--- src/rtl/tcu_multichan.sv ---
// N-channel timing control unit: one trigger edge launches a programmable pulse train per channel.
// Shadow configuration is copied to the active set at launch; out_cmp is the XOR of channels 0 and 1.
module tcu_multichan #(
    parameter int unsigned NCH = 4,
    parameter int unsigned CW  = 8,
    parameter int unsigned RW  = 4
) (
    input  logic                    clk_in,
    input  logic                    reset,
    input  logic                    trig,
    input  logic                    cfg_we,
    input  logic [$clog2(NCH)-1:0]  cfg_ch,
    input  logic [CW-1:0]           cfg_delay,
    input  logic [CW-1:0]           cfg_width,
    input  logic [CW-1:0]           cfg_period,
    input  logic [RW-1:0]           cfg_repeat,
    input  logic                    err_clr,
    output logic [NCH-1:0]          out_pulse,
    output logic                    out_cmp,
    output logic                    busy,
    output logic                    done,
    output logic                    err_retrig
);

    localparam int unsigned CW1 = CW + 1;

    typedef enum logic [1:0] {IDLE, DELAY, HIGH, GAP} state_e;

    logic            trig_d_q, trig_d_d;
    logic [CW-1:0]   sh_delay_q  [NCH], sh_delay_d  [NCH];
    logic [CW-1:0]   sh_width_q  [NCH], sh_width_d  [NCH];
    logic [CW-1:0]   sh_period_q [NCH], sh_period_d [NCH];
    logic [RW-1:0]   sh_repeat_q [NCH], sh_repeat_d [NCH];
    logic [CW-1:0]   act_width_q [NCH], act_width_d [NCH];
    logic [CW-1:0]   act_period_q[NCH], act_period_d[NCH];
    state_e          state_q     [NCH], state_d     [NCH];
    logic [CW-1:0]   cnt_q       [NCH], cnt_d       [NCH];
    logic [RW-1:0]   rep_q       [NCH], rep_d       [NCH];
    logic [NCH-1:0]  pulse_q, pulse_d;
    logic            cmp_q, cmp_d;
    logic            done_q, done_d;
    logic            err_q, err_d;
    logic            trig_evt, launch, any_en, next_busy;

    // Low-gap length after a pulse: max(P, W+1) - W, minus one for the count-to-zero exit.
    function automatic logic [CW-1:0] gap_len(input logic [CW-1:0] w, input logic [CW-1:0] p);
        logic [CW:0] w1;
        logic [CW:0] peff;
        w1   = {1'b0, w} + CW1'(1);
        peff = ({1'b0, p} > w1) ? {1'b0, p} : w1;
        return CW'(peff - {1'b0, w} - CW1'(1));
    endfunction

    always_comb begin
        busy = 1'b0;
        for (int i = 0; i < NCH; i++) begin
            if (state_q[i] != IDLE) busy = 1'b1;
        end
    end

    always_comb begin
        trig_d_d     = trig;
        sh_delay_d   = sh_delay_q;
        sh_width_d   = sh_width_q;
        sh_period_d  = sh_period_q;
        sh_repeat_d  = sh_repeat_q;
        act_width_d  = act_width_q;
        act_period_d = act_period_q;
        state_d      = state_q;
        cnt_d        = cnt_q;
        rep_d        = rep_q;
        pulse_d      = '0;
        any_en       = 1'b0;
        next_busy    = 1'b0;
        trig_evt     = trig & ~trig_d_q;
        launch       = trig_evt & ~busy;

        if (cfg_we && (32'(cfg_ch) < NCH)) begin
            sh_delay_d[cfg_ch]  = cfg_delay;
            sh_width_d[cfg_ch]  = cfg_width;
            sh_period_d[cfg_ch] = cfg_period;
            sh_repeat_d[cfg_ch] = cfg_repeat;
        end

        for (int i = 0; i < NCH; i++) begin
            if (launch) begin
                act_width_d[i]  = sh_width_q[i];
                act_period_d[i] = sh_period_q[i];
                if (sh_width_q[i] != '0) any_en = 1'b1;
            end
            case (state_q[i])
                IDLE: begin
                    if (launch && (sh_width_q[i] != '0)) begin
                        state_d[i] = DELAY;
                        cnt_d[i]   = sh_delay_q[i];
                        rep_d[i]   = sh_repeat_q[i];
                    end
                end
                DELAY, GAP: begin
                    if (cnt_q[i] == '0) begin
                        state_d[i] = HIGH;
                        cnt_d[i]   = act_width_q[i] - CW'(1);
                    end else begin
                        cnt_d[i]   = cnt_q[i] - CW'(1);
                    end
                end
                HIGH: begin
                    if (cnt_q[i] != '0) begin
                        cnt_d[i] = cnt_q[i] - CW'(1);
                    end else if (rep_q[i] == '0) begin
                        state_d[i] = IDLE;
                    end else begin
                        state_d[i] = GAP;
                        cnt_d[i]   = gap_len(act_width_q[i], act_period_q[i]);
                        rep_d[i]   = rep_q[i] - RW'(1);
                    end
                end
                default: state_d[i] = IDLE;
            endcase
            pulse_d[i] = (state_d[i] == HIGH);
            if (state_d[i] != IDLE) next_busy = 1'b1;
        end

        cmp_d  = pulse_d[0] ^ pulse_d[1];
        // An all-disabled launch completes immediately.
        done_d = (launch & ~any_en) | (busy & ~next_busy);
        err_d  = (trig_evt & busy) | (err_q & ~err_clr);
    end

    always_ff @(posedge clk_in) begin
        if (reset) begin
            trig_d_q     <= 1'b0;
            sh_delay_q   <= '{default: '0};
            sh_width_q   <= '{default: '0};
            sh_period_q  <= '{default: '0};
            sh_repeat_q  <= '{default: '0};
            act_width_q  <= '{default: '0};
            act_period_q <= '{default: '0};
            state_q      <= '{default: IDLE};
            cnt_q        <= '{default: '0};
            rep_q        <= '{default: '0};
            pulse_q      <= '0;
            cmp_q        <= 1'b0;
            done_q       <= 1'b0;
            err_q        <= 1'b0;
        end else begin
            trig_d_q     <= trig_d_d;
            sh_delay_q   <= sh_delay_d;
            sh_width_q   <= sh_width_d;
            sh_period_q  <= sh_period_d;
            sh_repeat_q  <= sh_repeat_d;
            act_width_q  <= act_width_d;
            act_period_q <= act_period_d;
            state_q      <= state_d;
            cnt_q        <= cnt_d;
            rep_q        <= rep_d;
            pulse_q      <= pulse_d;
            cmp_q        <= cmp_d;
            done_q       <= done_d;
            err_q        <= err_d;
        end
    end

    assign out_pulse  = pulse_q;
    assign out_cmp    = cmp_q;
    assign done       = done_q;
    assign err_retrig = err_q;

endmodule

--- config.mk ---
export PLATFORM = sky130hd
export DESIGN_NAME = tcu_multichan
export DESIGN_NICKNAME = d
export VERILOG_FILES = /design/src/rtl/tcu_multichan.sv
export SDC_FILE = /design/constraint.sdc
export NUM_CORES = 1
export LEC_CHECK = 0
export ABC_AREA = 1
export CAP_MARGIN = 10
export CORE_AREA = 2 2 168 170
export CTS_CLUSTER_SIZE = 8
export DETAILED_ROUTE_END_ITERATION = 10
export DIE_AREA = 0 0 170 172
export PLACE_DENSITY = 0.79
export SYNTH_ARGS = -nofsm -noshare
export SYNTH_HDL_FRONTEND = slang
export SYNTH_SLANG_ARGS = --single-unit
--- constraint.sdc ---
create_clock -name clk_in -period 9.5 [get_ports clk_in]
set_input_delay 1.9 -clock clk_in [delete_from_list [all_inputs] [get_ports clk_in]]
set_output_delay 1.9 -clock clk_in [all_outputs]
set_load 0.03 [all_outputs]
# Yosys cells after proc, flatten, opt, wreduce, memory -nomap -nowiden
# Cells that the tools add are included.
totals:
  regBits: 240
  out_inout_bits: 8
op_classes:
  mux: 84
  magnitude_cmp: 6
  reduce_logical: 49
  n_addsub: 24
  bitwise_logic: 15
  n_eq_ne: 32
op_table:
  columns: ["cell", "n"]
  rows:
  - ["8-bit two-way mux", 21]
  - ["32-bit bitwise mux", 3]
  - ["8-bit one-hot mux with 3 select lines", 4]
  - ["8-bit by 1-bit subtractor with 8-bit output (second input constant)", 12]
  - ["8-bit nonzero test", 8]
  - ["4-bit two-way mux", 13]
  - ["8-bit by 1-bit adder with 9-bit output (second input constant)", 4]
  - ["8-bit by 9-bit greater-than comparator with 1-bit output", 4]
  - ["8-bit zero test", 4]
  - ["2-bit two-way mux", 16]
  - ["4-bit one-hot mux with 2 select lines", 4]
  - ["8-bit subtractor", 4]
  - ["2-bit equality test (second input constant)", 12]
  - ["2-bit inequality test (second input constant)", 12]
  - ["2-bit one-hot mux with 3 select lines", 4]
  - ["2-bit nonzero test", 12]
  - ["16-bit bitwise mux", 1]
  - ["8-bit demux with 2-bit select", 1]
  - ["4-bit zero test", 4]
  - ["1-bit two-way mux", 16]
  - ["4-bit AND reduction", 4]
  - ["4-bit by 1-bit subtractor with 4-bit output (second input constant)", 4]
  - ["3-bit inequality test (second input constant)", 4]
  - ["4-bit demux with 2-bit select", 1]
  - ["12 further kinds", 38]

# Depth between registers and ports, before layout
# Gate-level depths: netlist of run 1.
logic_depth:
  word_depth: 18
  depth_mapped: 28

# Worst setup path before layout of run 1
# No wires, ideal clock.
synth_timing:
  kind: "reg-to-reg"
  from: "register act_width_q[24] (netlist name)"
  to: "register cnt_q[30] (netlist name)"
  setup_ns: 0.122
  stages_incl_launch_ff: 25
  path_slack_ns: 5.816
  n_path_buf: 1
  arrival_time_ns: 3.562
  t_required_ns: 9.378
  cell_sequence: "dfxtp_1 > inv_1 > nor3_2 > nand2_1 > nor2_1 > nand3_1 > xor2_1 > ha_1 > nand3_1 > a21oi_1 > nand2_1 > nand2_1 > nand2_1 > buf_2 > o21ai_0 > ha_1 > inv_1 > fa_1 > o21ai_0 > a21o_1 > a21oi_1 > nand2_1 > nand2_1 > o21ai_0 > a21oi_1"
synth_between:
  elab_chain_len: 8
  elab_cells_between_ends: 10
  classes_between: "add/sub: 4; order compare: 1; mux: 5"
synth_rtl:
  columns: ["element", "line_no", "source"]
  rows:
  - ["from (decl)", "34", "logic [CW-1:0] act_width_q [NCH], act_width_d [NCH];"]
  - ["from (signal assigned)", "152", "act_width_q <= act_width_d;"]
  - ["8-bit by 1-bit adder with 9-bit output", "49", "w1 = {1'b0, w} + CW1'(1);"]
  - ["8-bit by 9-bit greater-than comparator with 1-bit output", "50", "peff = ({1'b0, p} > w1) ? {1'b0, p} : w1;"]
  - ["8-bit two-way mux", "50", null]
  - ["8-bit subtractor", "51", "return CW'(peff - {1'b0, w} - CW1'(1));"]
  - ["8-bit by 1-bit subtractor with 8-bit output", "51", null]
  - ["8-bit two-way mux", "110", "end else if (rep_q[i] == '0) begin"]
  - ["8-bit two-way mux", "108", "if (cnt_q[i] != '0) begin"]
  - ["8-bit one-hot mux with 3 select lines (*)", "91", "case (state_q[i])"]
  - ["to (signal assigned)", "155", "cnt_q <= cnt_d;"]
  - ["to (decl)", "37", "logic [CW-1:0] cnt_q [NCH], cnt_d [NCH];"]
# Mark *: on every way between the ends. The rest lies on a longest branch, timed or not. The select of a mux whose other input is x is not followed.
# A chain may end at the register's enable or synchronous reset.

# Worst setup path after layout of run 1
layout_timing:
  from: "register state_q[4] (netlist name)"
  to: "output busy"
layout_between:
  elab_chain_len: 4
layout_rtl:
  columns: ["element", "line_no", "source"]
  rows:
  - ["from (decl)", "36", "state_e state_q [NCH], state_d [NCH];"]
  - ["from (signal assigned)", "154", "state_q <= state_d;"]
  - ["2-bit nonzero test", "57", "if (state_q[i] != IDLE) busy = 1'b1;"]
  - ["1-bit two-way mux (3 in series)", "57", null]
  - ["to (decl)", "20", "output logic busy,"]
# No other way between the ends.

==> results of run 1 <==
synth_stat cells, types with 17 or more instances:
cell	number
clkbuf_1	57
a31oi_1	20
xor2_1	55
dfxtp_1	240
nor2_1	357
nand3_1	77
nor3_1	24
a21oi_1	159
o21ai_0	274
nand2_1	253
xnor2_1	17
nand4_1	22
ha_1	76
inv_1	183
o21ai_1	21
placed cells by master (no fill, tap or decap), drive strengths merged, types with 4 or more instances in the layout:
cell type,Yosys,final
nor2,369,369
o21ai,296,296
nand2,273,273
dfxtp,240,240
inv,196,198
a21oi,160,160
nand3,79,79
ha,76,76
xor2,55,55
clkdlybuf4s50,0,42
clkbuf,60,38
nor3,27,27
nand4,25,25
a31oi,20,20
xnor2,17,17
clkinv,7,8
o211ai,7,7
buf,14,6
a211oi,5,5
fa,4,4
flip-flops by register name, indices dropped and copies added, names as in the netlist:
signal / cells
act_period_q: 32
cnt_q: 32
sh_repeat_q: 16
done: 1
rep_q: 16
trig_d_q: 1
act_width_q: 32
err_retrig: 1
out_cmp: 1
sh_width_q: 32
sh_delay_q: 32
sh_period_q: 32
state_q: 8
out_pulse: 4
cells by family after synthesis:
| family | count (synthesis) |
|---|---|
| buffers and inverters | 277 |
| AND/OR/NAND/NOR | 786 |
| flip-flops | 240 |
| XOR/XNOR | 72 |
| AO/OA/AOI/OAI | 504 |
| adder cells (fa/ha/maj) | 80 |
layout make-up:
class,instances,share of cell area
flip-flops and latches,240,0.317
clock inverters,4,0.00347
multi-input cells,1442,0.508
clock buffers,38,0.0613
well taps,346,0.0285
repair buffers,48,0.0307
inverters,203,0.0514
tightest hold or removal path, stage by stage (launching register included):
cell	delay (ps)
dfxtp_1	300
inv_1	50
a21oi_1	50
per-layer routing:
layer / track usage / vias up / routed length (um)
li1: - / 6478 / -
met5: 0 / - / 0
met2: 0.440 / 446 / 17600
met1: 0.334 / 5942 / 16300
met4: 0.0992 / 0 / 1260
met3: 0.0336 / 87 / 2530
worst max path at each step:
stage                          startpoint              end  slack (ps)  cells after the start
final                          state_q[4]             busy        5100                      3
after global routing      act_width_q[25]        cnt_q[30]        4830                     23
after CTS                      state_q[4]             busy        5130                      3
after detailed placement            reset  act_period_q[3]        4950                      6
after global placement              reset         cnt_q[7]        4990                      6
after floorplan           act_width_q[24]        cnt_q[30]        5820                     24
stage by stage:
step	std cells	area (sq um)	hold WS, ps
global placement	2279	14200	435
floorplan	1959	13600	420
global route	2321	15200	468
finish	2321	15200	446
CTS	2321	15200	447
detailed placement	2279	14200	438
==> metrics.yaml, run 1 <==
sta:
  setup_viol: 0
  skew_ps: 16.1
  fin_crit_sh: 0.463
  timing.fmax_ghz: 0.227
  tightestPinTransition_ps: 999
  finalHoldViolations: 0
  slew_headroom: 0.334
  fin_setup_tns_ps: 0
  rsz0062_at_grt: "false"
  post-route-min-period_ps: 4400
  worst_slack_ps: 5100
  slew_violations: 0
grt:
  grt_pass1_vias: 12000
  overflow: 0
  antenna_found_initial: 1
  grtUsageTotal: 0.258
  grt_max_degree: 120
  grt_pass1_wl_mm: 60.4
run_status:
  status: "completed"
drt:
  detail_route.iter0.violations: 1276
  drc: 0
  ant_nets: 0
  drt_first_pass_iters: 8
  via_count: 13000
  via_per_inst: 5.58
  drt-wirelength-per-cell_um: 16.2
  routed_wl_mm: 37.6
layout:
  final_util: 0.552
  fill_cells: 2575
  fin_nets: 2086
  seq_area_sq_mm: 0.00480
  multi_input_area_sq_mm: 0.00770
  drive_above_1_share: 0.0547
  area_growth_pct: 11.6
  antenna_cells: 0
die:
  die_w_um: 170
  die_height_um: 172
  die-area_sq_mm: 0.0292
  fp-row-count: 61
  design.core.area_sq_mm: 0.0275
  ios: 43
  start_util: 0.495
setup_path:
  r2r_end: "cnt_q[30]"
  path_class: "reg -> out"
  crit_arrival_ps: 2500
  crit_family: "simple AND/OR/NAND/NOR gates"
  critPathMaxFanout: 12
  regToRegStartpoint: "act_width_q[25]"
  max_stage_delay_ps: 700
  crit_buf_inv: 1
  r2r_cells: 23
  crit_path_cell_trace: "nor2_1 -> nand4_4 -> clkdlybuf4s50_1"
  critPathRequiredTime_ps: 7600
  rrSetupSlack_ps: 5190
  startpoint_type: "flop"
  end_kind: "output pin"
  crit_slowest_cell: "nor2_1"
synthesis:
  yosysTopAreaCell: "dfxtp_1"
  synth_seq_cells: 240
  synth-adder-area-share: 0.0759
  synthesis.nets: 2074
  synth.top_cell.area_share: 0.354
  synthMuxAreaShare: 0
  ys_types: 54
  avgSynthCellArea_sq_um: 6.94
  synthCells: 1959
  synth_seq_area_share: 0.354
  synth-simple-area-share: 0.251
  netlist_area_sq_mm: 0.0136
  synth_edf_count: 0
  synth_ff_type: "dfxtp_1"
  synth-xor-area-share: 0.0464
  synthTopCellsByArea: "dfxtp_1, o21ai_0, nor2_1, ha_1, nand2_1"
  synth_top_family_by_area: "simple AND/OR/NAND/NOR gates"
  synth-compound-area-share: 0.194
  synthArstFlopShare: 0
  yosysWarnings: 0
cts:
  clockBufferDepth: 3
  numCtsBuffers: 36
  cts_max_level: 2
  cts_setup_buffers: 0
  clk_pin_slew_ps: 50
  cts_resized: 0
  holdBufCountCts: 0
  clk_latency_ps: 510
  cts_root_buf: "clkbuf_16"
  numClockSinks: 240
  cts_tree: "done"
placement:
  hpwl_mm: 26.5
  pre_cts_ws_ps: 4950
  port_buffers: 42
  gp_congestion: 0.934
min_path:
  holdPathEnd: "sh_repeat_q[1]"
  hold_start: "sh_repeat_q[1]"
  hold_depth: 2
  min_path_type: "reg -> reg"
flow_run:
  drv_cap: 0
Power of run 1 is not shown: default switching activity piles up to over one toggle a cycle in this logic, so the estimate is an artifact.
==> run 2: changes to the inputs <==
--- a/config.mk
+++ b/config.mk
@@ -11,7 +11,7 @@
 export CTS_CLUSTER_SIZE = 8
 export DETAILED_ROUTE_END_ITERATION = 10
 export DIE_AREA = 0 0 170 172
-export PLACE_DENSITY = 0.79
+export PLACE_DENSITY = 0.81
 export SYNTH_ARGS = -nofsm -noshare
 export SYNTH_HDL_FRONTEND = slang
 export SYNTH_SLANG_ARGS = --single-unit
==> constraint.sdc (replaced) <==
create_clock -name clk_in -period 3.6 [get_ports clk_in]
set_input_delay 0.72 -clock clk_in [delete_from_list [all_inputs] [get_ports clk_in]]
set_output_delay 0.72 -clock clk_in [all_outputs]
set_load 0.03 [all_outputs]
==> run 2 against run 1 <==
Critical endpoint is now cnt_q[31]; critical path type is now reg -> reg; register-to-register slack got worse by 5200 ps; sequential share of layout area shrank 2.4 points; worst setup slack worse by 5100 ps; first-iteration DRC count down 2.0%; worst hold slack worse by 0.56 ps; die area unchanged; non-clock buffer count up 82; sequential cell count is the same; core utilization is 4.9 points higher; global-route usage rose by 1.1 points; critical path depth increased by 19; the flow now finishes with violations (setup timing).
==> metrics.yaml, run 2 (synthesis gave the netlist of run 1 again) <==
sta:
  tightestPinTransition_ps: 950  # -48.8 ps
  fin_crit_sh: 1.01
  post-route-min-period_ps: 3640
  timing.hold.ws_ps: 445  # -0.559 ps
  worst_slack_ps: -36.4  # -5140 ps
  rsz0062_at_grt: "true"
  slew_violations: 0  # unchanged
  setup_viol: 3  # +3
  timing.fmax_ghz: 0.275
  finalHoldViolations: 0  # unchanged
  fin_setup_tns_ps: -90.9  # -90.9 ps
  slew_headroom: 0.366  # +0.0318
  skew_ps: 15.1  # -1.01 ps
run_status:
  violations: "setup timing"
  status: "complete, but fails checks"
layout:
  stdcell_count: 2406  # +3.7%
  final_cell_mix: "nor2_1, o21ai_0, nand2_1, dfxtp_1, inv_1"
  stdcell_area_sq_mm: 0.0165  # +9.0%
  antenna_cells: 0  # unchanged
  final_common_cell: "nor2_1"
  drive_above_1_share: 0.158  # +0.104
  fin_nets: 2168  # +3.9%
  area_growth_pct: 21.6
setup_path:
  end_kind: "flop"
  rrSetupSlack_ps: -40  # -5230 ps
  path_class: "reg -> reg"
  crit_arrival_ps: 4090  # +1590 ps
  regToRegStartpoint: "act_width_q[24]"
  r2r_end: "cnt_q[31]"
  critPathRequiredTime_ps: 4050  # -3550 ps
  startpoint_type: "flop"
  critPathMaxFanout: 7  # -5
  r2r_cells: 22  # -4.3%
  crit_start: "act_width_q[24]"
flow_run:
  drv_cap: 0  # unchanged
drt:
  drc: 0  # unchanged
  routed_wl_mm: 41.0  # +9.0%
  ant_nets: 0  # unchanged
  via_per_inst: 5.65  # +1.2%
  drt-wirelength-per-cell_um: 17.0  # +5.2%
  drt_first_pass_iters: 7  # -1
  detail_route.iter0.violations: 1251  # -2.0%
  via_count: 13600  # +4.9%
cts:
  clk_pin_slew_ps: 60  # about the same
  numClockSinks: 240  # unchanged
  cts_root_buf: "clkbuf_16"
  numCtsBuffers: 36  # unchanged
  clk_latency_ps: 520  # about the same
  clockBufferDepth: 3  # unchanged
  cts_tree: "done"
  cts_max_level: 2  # unchanged
grt:
  antenna_found_initial: 0  # -1
  overflow: 0  # unchanged
  grt_max_degree: 68  # -43%
  grtUsageTotal: 0.269  # +0.0105
  grt_pass1_wl_mm: 62.8  # +3.9%
  grt_pass1_vias: 12200  # +1.7%
min_path:
  hold_start: "sh_repeat_q[2]"
  hold_depth: 2  # unchanged
  min_path_type: "reg -> reg"
  holdPathEnd: "sh_repeat_q[2]"
die:
  start_util: 0.495  # unchanged
  design.core.area_sq_mm: 0.0275  # unchanged
  die-area_sq_mm: 0.0292  # unchanged
  ios: 43  # unchanged
  die_w_um: 170  # unchanged
  fp-row-count: 61  # unchanged
  die_height_um: 172  # unchanged
placement:
  hpwl_mm: 28.5  # +7.6%
  placed_area_sq_mm: 0.0146  # +3.1%
  port_buffers: 42  # unchanged
  gp_congestion: 0.938  # +0.41%
  dpl.cell_count: 2334  # +2.4%
==> run 2: cell count changes in the layout (fill, tap and decap cells not counted), moves of 11 or more <==
cell,change
nand2_1,-16
nand3_2,+12
dfxtp_1,-11
ha_1,-18
nand3_1,-16
a21oi_2,+26
inv_1,-12
o21ai_0,-27
nor2_1,-11
o21ai_1,+16
nand2_2,+14
a21oi_1,-27
buf_4,+72
ha_4,+13
==> run 2: worst max-delay path: stages, from the launching register on <==
cell and delay [ps]:
dfxtp_4 380, inv_4 50, nor3_4 190, nand2_1 80, nor2_2 160, nand3_2 110, xor2_1 180, ha_1 310
nand3_2 70, a21oi_2 170, nand2_1 100, nand2_2 100, nand2_4 80, buf_6 150, nor2_1 110, a21oi_1 70
ha_1 360, inv_1 90, o311ai_1 360, nand3_1 160, nand3_1 120, nand2_1 60, a21oi_1 110
==> run 2: cell type report <==
cell class | instances | area, sq um
Clock buffer | 42 | 945
Clock inverter | 3 | 22.5
Fill cell | 2441 | 11000
Inverter | 203 | 787
Multi-Input combinational cell | 1442 | 8350
Sequential cell | 240 | 4840
Tap cell | 346 | 433
Timing Repair Buffer | 130 | 1150
==> run 2: metrics by stage <==
step            util  worst slack [ps]
3_3_place_gp   0.532             -19.2
4_1_cts        0.571             -9.43
6_report       0.601             -36.4
5_1_grt        0.601              -232
3_5_place_dp   0.532              -106
2_1_floorplan      -              1.60
==> run 2: how the worst max path moves through the flow <==
stage                     end  slack [ps]  cells after the start
floorplan           cnt_q[30]           2                     24
global placement    cnt_q[30]         -20                     23
detailed placement  cnt_q[30]        -110                     23
CTS                 cnt_q[27]          -9                     25
global route        cnt_q[29]        -230                     26
finish              cnt_q[31]         -40                     22
==> run 2: routing by layer <==
| layer | GRT usage | vias to the layer above | part of all wire |
|---|---|---|---|
| met4 | 0.0936 | 0 | 0.032 |
| met3 | 0.0444 | 92 | 0.069 |
| met2 | 0.445 | 493 | 0.47 |
| met5 | 0 | - | 0 |
| met1 | 0.356 | 6358 | 0.43 |
| li1 | - | 6640 | - |
==> run 2: what timing repair did <==
action | 4_1_cts | 5_1_grt
pin swaps | 7 | 70
buffers inserted | 7 | 21
hold buffers | 0 | 0
setup endpoints to repair | 18 | 26
cloned | 0 | 1
hold endpoints to repair | 0 | 0
resized for setup | 18 | 184
Power of run 2 is left out for the same reason.
==> run 3: changes to the inputs <==
--- a/config.mk
+++ b/config.mk
@@ -8,6 +8,7 @@
 export ABC_AREA = 1
 export CAP_MARGIN = 10
 export CORE_AREA = 2 2 168 170
+export CTS_BUF_LIST = sky130_fd_sc_hd__clkbuf_4
 export CTS_CLUSTER_SIZE = 8
 export DETAILED_ROUTE_END_ITERATION = 10
 export DIE_AREA = 0 0 170 172
==> run 3 against run 2 <==
The run now ends clean; highest routed layer unchanged; final cell count rose by 2.8%; critical endpoint is now cnt_q[29]; critical path type unchanged; maximum frequency rose by 1.1%; non-clock buffer count fell by 2; count of clock-buffer cells in the layout rose by 53.
==> metrics.yaml, run 3 (synthesis gave the netlist of run 1 again) <==
grt:
  grt_pass1_vias: 12500  # +1.9%
  antenna_found_initial: 1  # +1
  grt_max_degree: 68  # unchanged
  grt_pass1_wl_mm: 62.7  # about the same
  overflow: 0  # unchanged
  grtUsageTotal: 0.269  # +0.000785
setup_path:
  end_kind: "flop"
  critPathMaxFanout: 7  # unchanged
  crit_arrival_ps: 4190  # +100 ps
  crit_buf_inv: 4  # +1
  crit_start: "act_width_q[25]"
  r2r_cells: 26  # +18%
  startpoint_type: "flop"
  crit_family: "simple AND/OR/NAND/NOR gates"
  r2r_end: "cnt_q[29]"
  path_common_cell: "nand2_1"
  path_depth: 26  # +18%
  regToRegStartpoint: "act_width_q[25]"
  critPathRequiredTime_ps: 4190  # +140 ps
  cp-endpoint: "cnt_q[29]"
  max_stage_delay_ps: 340  # -40 ps
  crit_slowest_cell: "dfxtp_2"
  rrSetupSlack_ps: 3  # +40 ps
  path_class: "reg -> reg"
cts:
  cts_root_buf: "clkbuf_4"
  holdBufCountCts: 0  # unchanged
  numClockSinks: 240  # unchanged
  clockBufferDepth: 3  # unchanged
  clk_latency_ps: 700  # +180 ps
  numCtsBuffers: 67  # +86%
  clk_pin_slew_ps: 70  # about the same
  cts_tree: "done"
  cts_max_level: 3  # +1
sta:
  post-route-min-period_ps: 3600  # -39.7 ps
  timing.fmax_ghz: 0.278  # +1.1%
  slew_violations: 0  # unchanged
  slew_headroom: 0.384  # +0.0181
  fin_crit_sh: 0.999  # -0.0110
  tightestPinTransition_ps: 923  # -27.1 ps
  skew_ps: 57.0  # +42.0 ps
  rsz0062_at_grt: "true"
  timing.hold.ws_ps: 441  # -4.02 ps
  setup_viol: 0  # -3
  finalHoldViolations: 0  # unchanged
die:
  ios: 43  # unchanged
  die_w_um: 170  # unchanged
  start_util: 0.495  # unchanged
  design.core.area_sq_mm: 0.0275  # unchanged
  die-area_sq_mm: 0.0292  # unchanged
  die_height_um: 172  # unchanged
  fp-row-count: 61  # unchanged
placement:
  gp_congestion: 0.938  # unchanged
  port_buffers: 42  # unchanged
  hpwl_mm: 28.5  # unchanged
drt:
  drc: 0  # unchanged
  via_per_inst: 5.57  # -1.3%
  drt-wirelength-per-cell_um: 16.5  # -3.2%
  drt_first_pass_iters: 8  # +1
  ant_nets: 0  # unchanged
  via_count: 13800  # +1.5%
  routed_wl_mm: 40.8  # -0.48%
  detail_route.iter0.violations: 1115  # -11%
layout:
  fill_cells: 2501  # +2.5%
  final_common_cell: "nor2_1"
  seq_area_sq_mm: 0.00483  # about the same
  drive_above_1_share: 0.181  # +0.0224
  final_cell_mix: "nor2_1, o21ai_0, nand2_1, dfxtp_1, inv_1"
  multi_input_area_sq_mm: 0.00833  # -0.21%
  fin_nets: 2197  # +1.3%
  area_growth_pct: 19.8
min_path:
  min_path_type: "reg -> reg"
flow_run:
  drv_cap: 0  # unchanged
run_status:
  status: "completed"
==> run 3: cell types whose count changed in the layout (fill, tap and decap cells not counted), sizes merged <==
cell / previous run / this run
clkbuf: 43 / 95
diode: 0 / 1
buf: 87 / 86
clkinv: 8 / 21
clkinvlp: 0 / 2
==> run 3: worst register-to-register path, delay by kind of cell, from the launching register on <==
family	cells	cell delay [ps]
simple gates	13	1300
fa+ha+maj	2	650
compound gates	5	530
xor+xnor	2	370
flops	1	340
buf+inv	4	320
==> run 3: stage by stage <==
step | setup TNS [ps] | setup WS (ps) | util | area (sq um) | std cells
finish | 0 | 3.32 | 0.593 | 16300 | 2473
global route | -1470 | -225 | 0.593 | 16300 | 2473
CTS | -8.75 | -8.75 | 0.564 | 15500 | 2453
detailed placement | -678 | -106 | 0.532 | 14600 | 2334
global placement | -31.5 | -19.2 | 0.532 | 14600 | 2334
floorplan | 0 | 1.60 | - | 13600 | 1959
==> run 3: timing repair <==
action	in CTS	in global routing
pin swaps	6	83
setup endpoints to repair	18	26
setup buffers	6	18
gates cloned	0	2
gates resized for setup	16	182
==> run 3: worst min-delay path by stage <==
stage / startpoint / to / slack [ps] / cells past startpoint
after floorplan: sh_period_q[0] / sh_period_q[0] / 420 / 2
after global placement: sh_repeat_q[0] / sh_repeat_q[0] / 430 / 2
after detailed placement: sh_repeat_q[2] / sh_repeat_q[2] / 440 / 2
after CTS: sh_repeat_q[10] / rep_q[10] / 440 / 2
after global routing: sh_repeat_q[1] / sh_repeat_q[1] / 470 / 2
final: sh_repeat_q[10] / rep_q[10] / 440 / 2
==> run 3: layer usage <==
| layer | routed length (um) | vias to the layer above | GRT usage |
|---|---|---|---|
| met5 | 0 | - | 0 |
| met4 | 1410 | 0 | 0.114 |
| met3 | 2920 | 112 | 0.0469 |
| met2 | 19000 | 520 | 0.439 |
| met1 | 17500 | 6398 | 0.354 |
| li1 | - | 6752 | - |
==> run 3: area by class of cell <==
| type | instances | area share |
|---|---|---|
| inverter | 203 | 0.0480 |
| clock inverter | 18 | 0.00492 |
| clock buffer | 95 | 0.0438 |
| tap | 346 | 0.0266 |
| sequential | 240 | 0.297 |
| timing repair buffer | 128 | 0.0680 |
| multi-input combinational | 1442 | 0.512 |
| antenna | 1 | 0.000154 |
Power of run 3 is left out for the same reason.
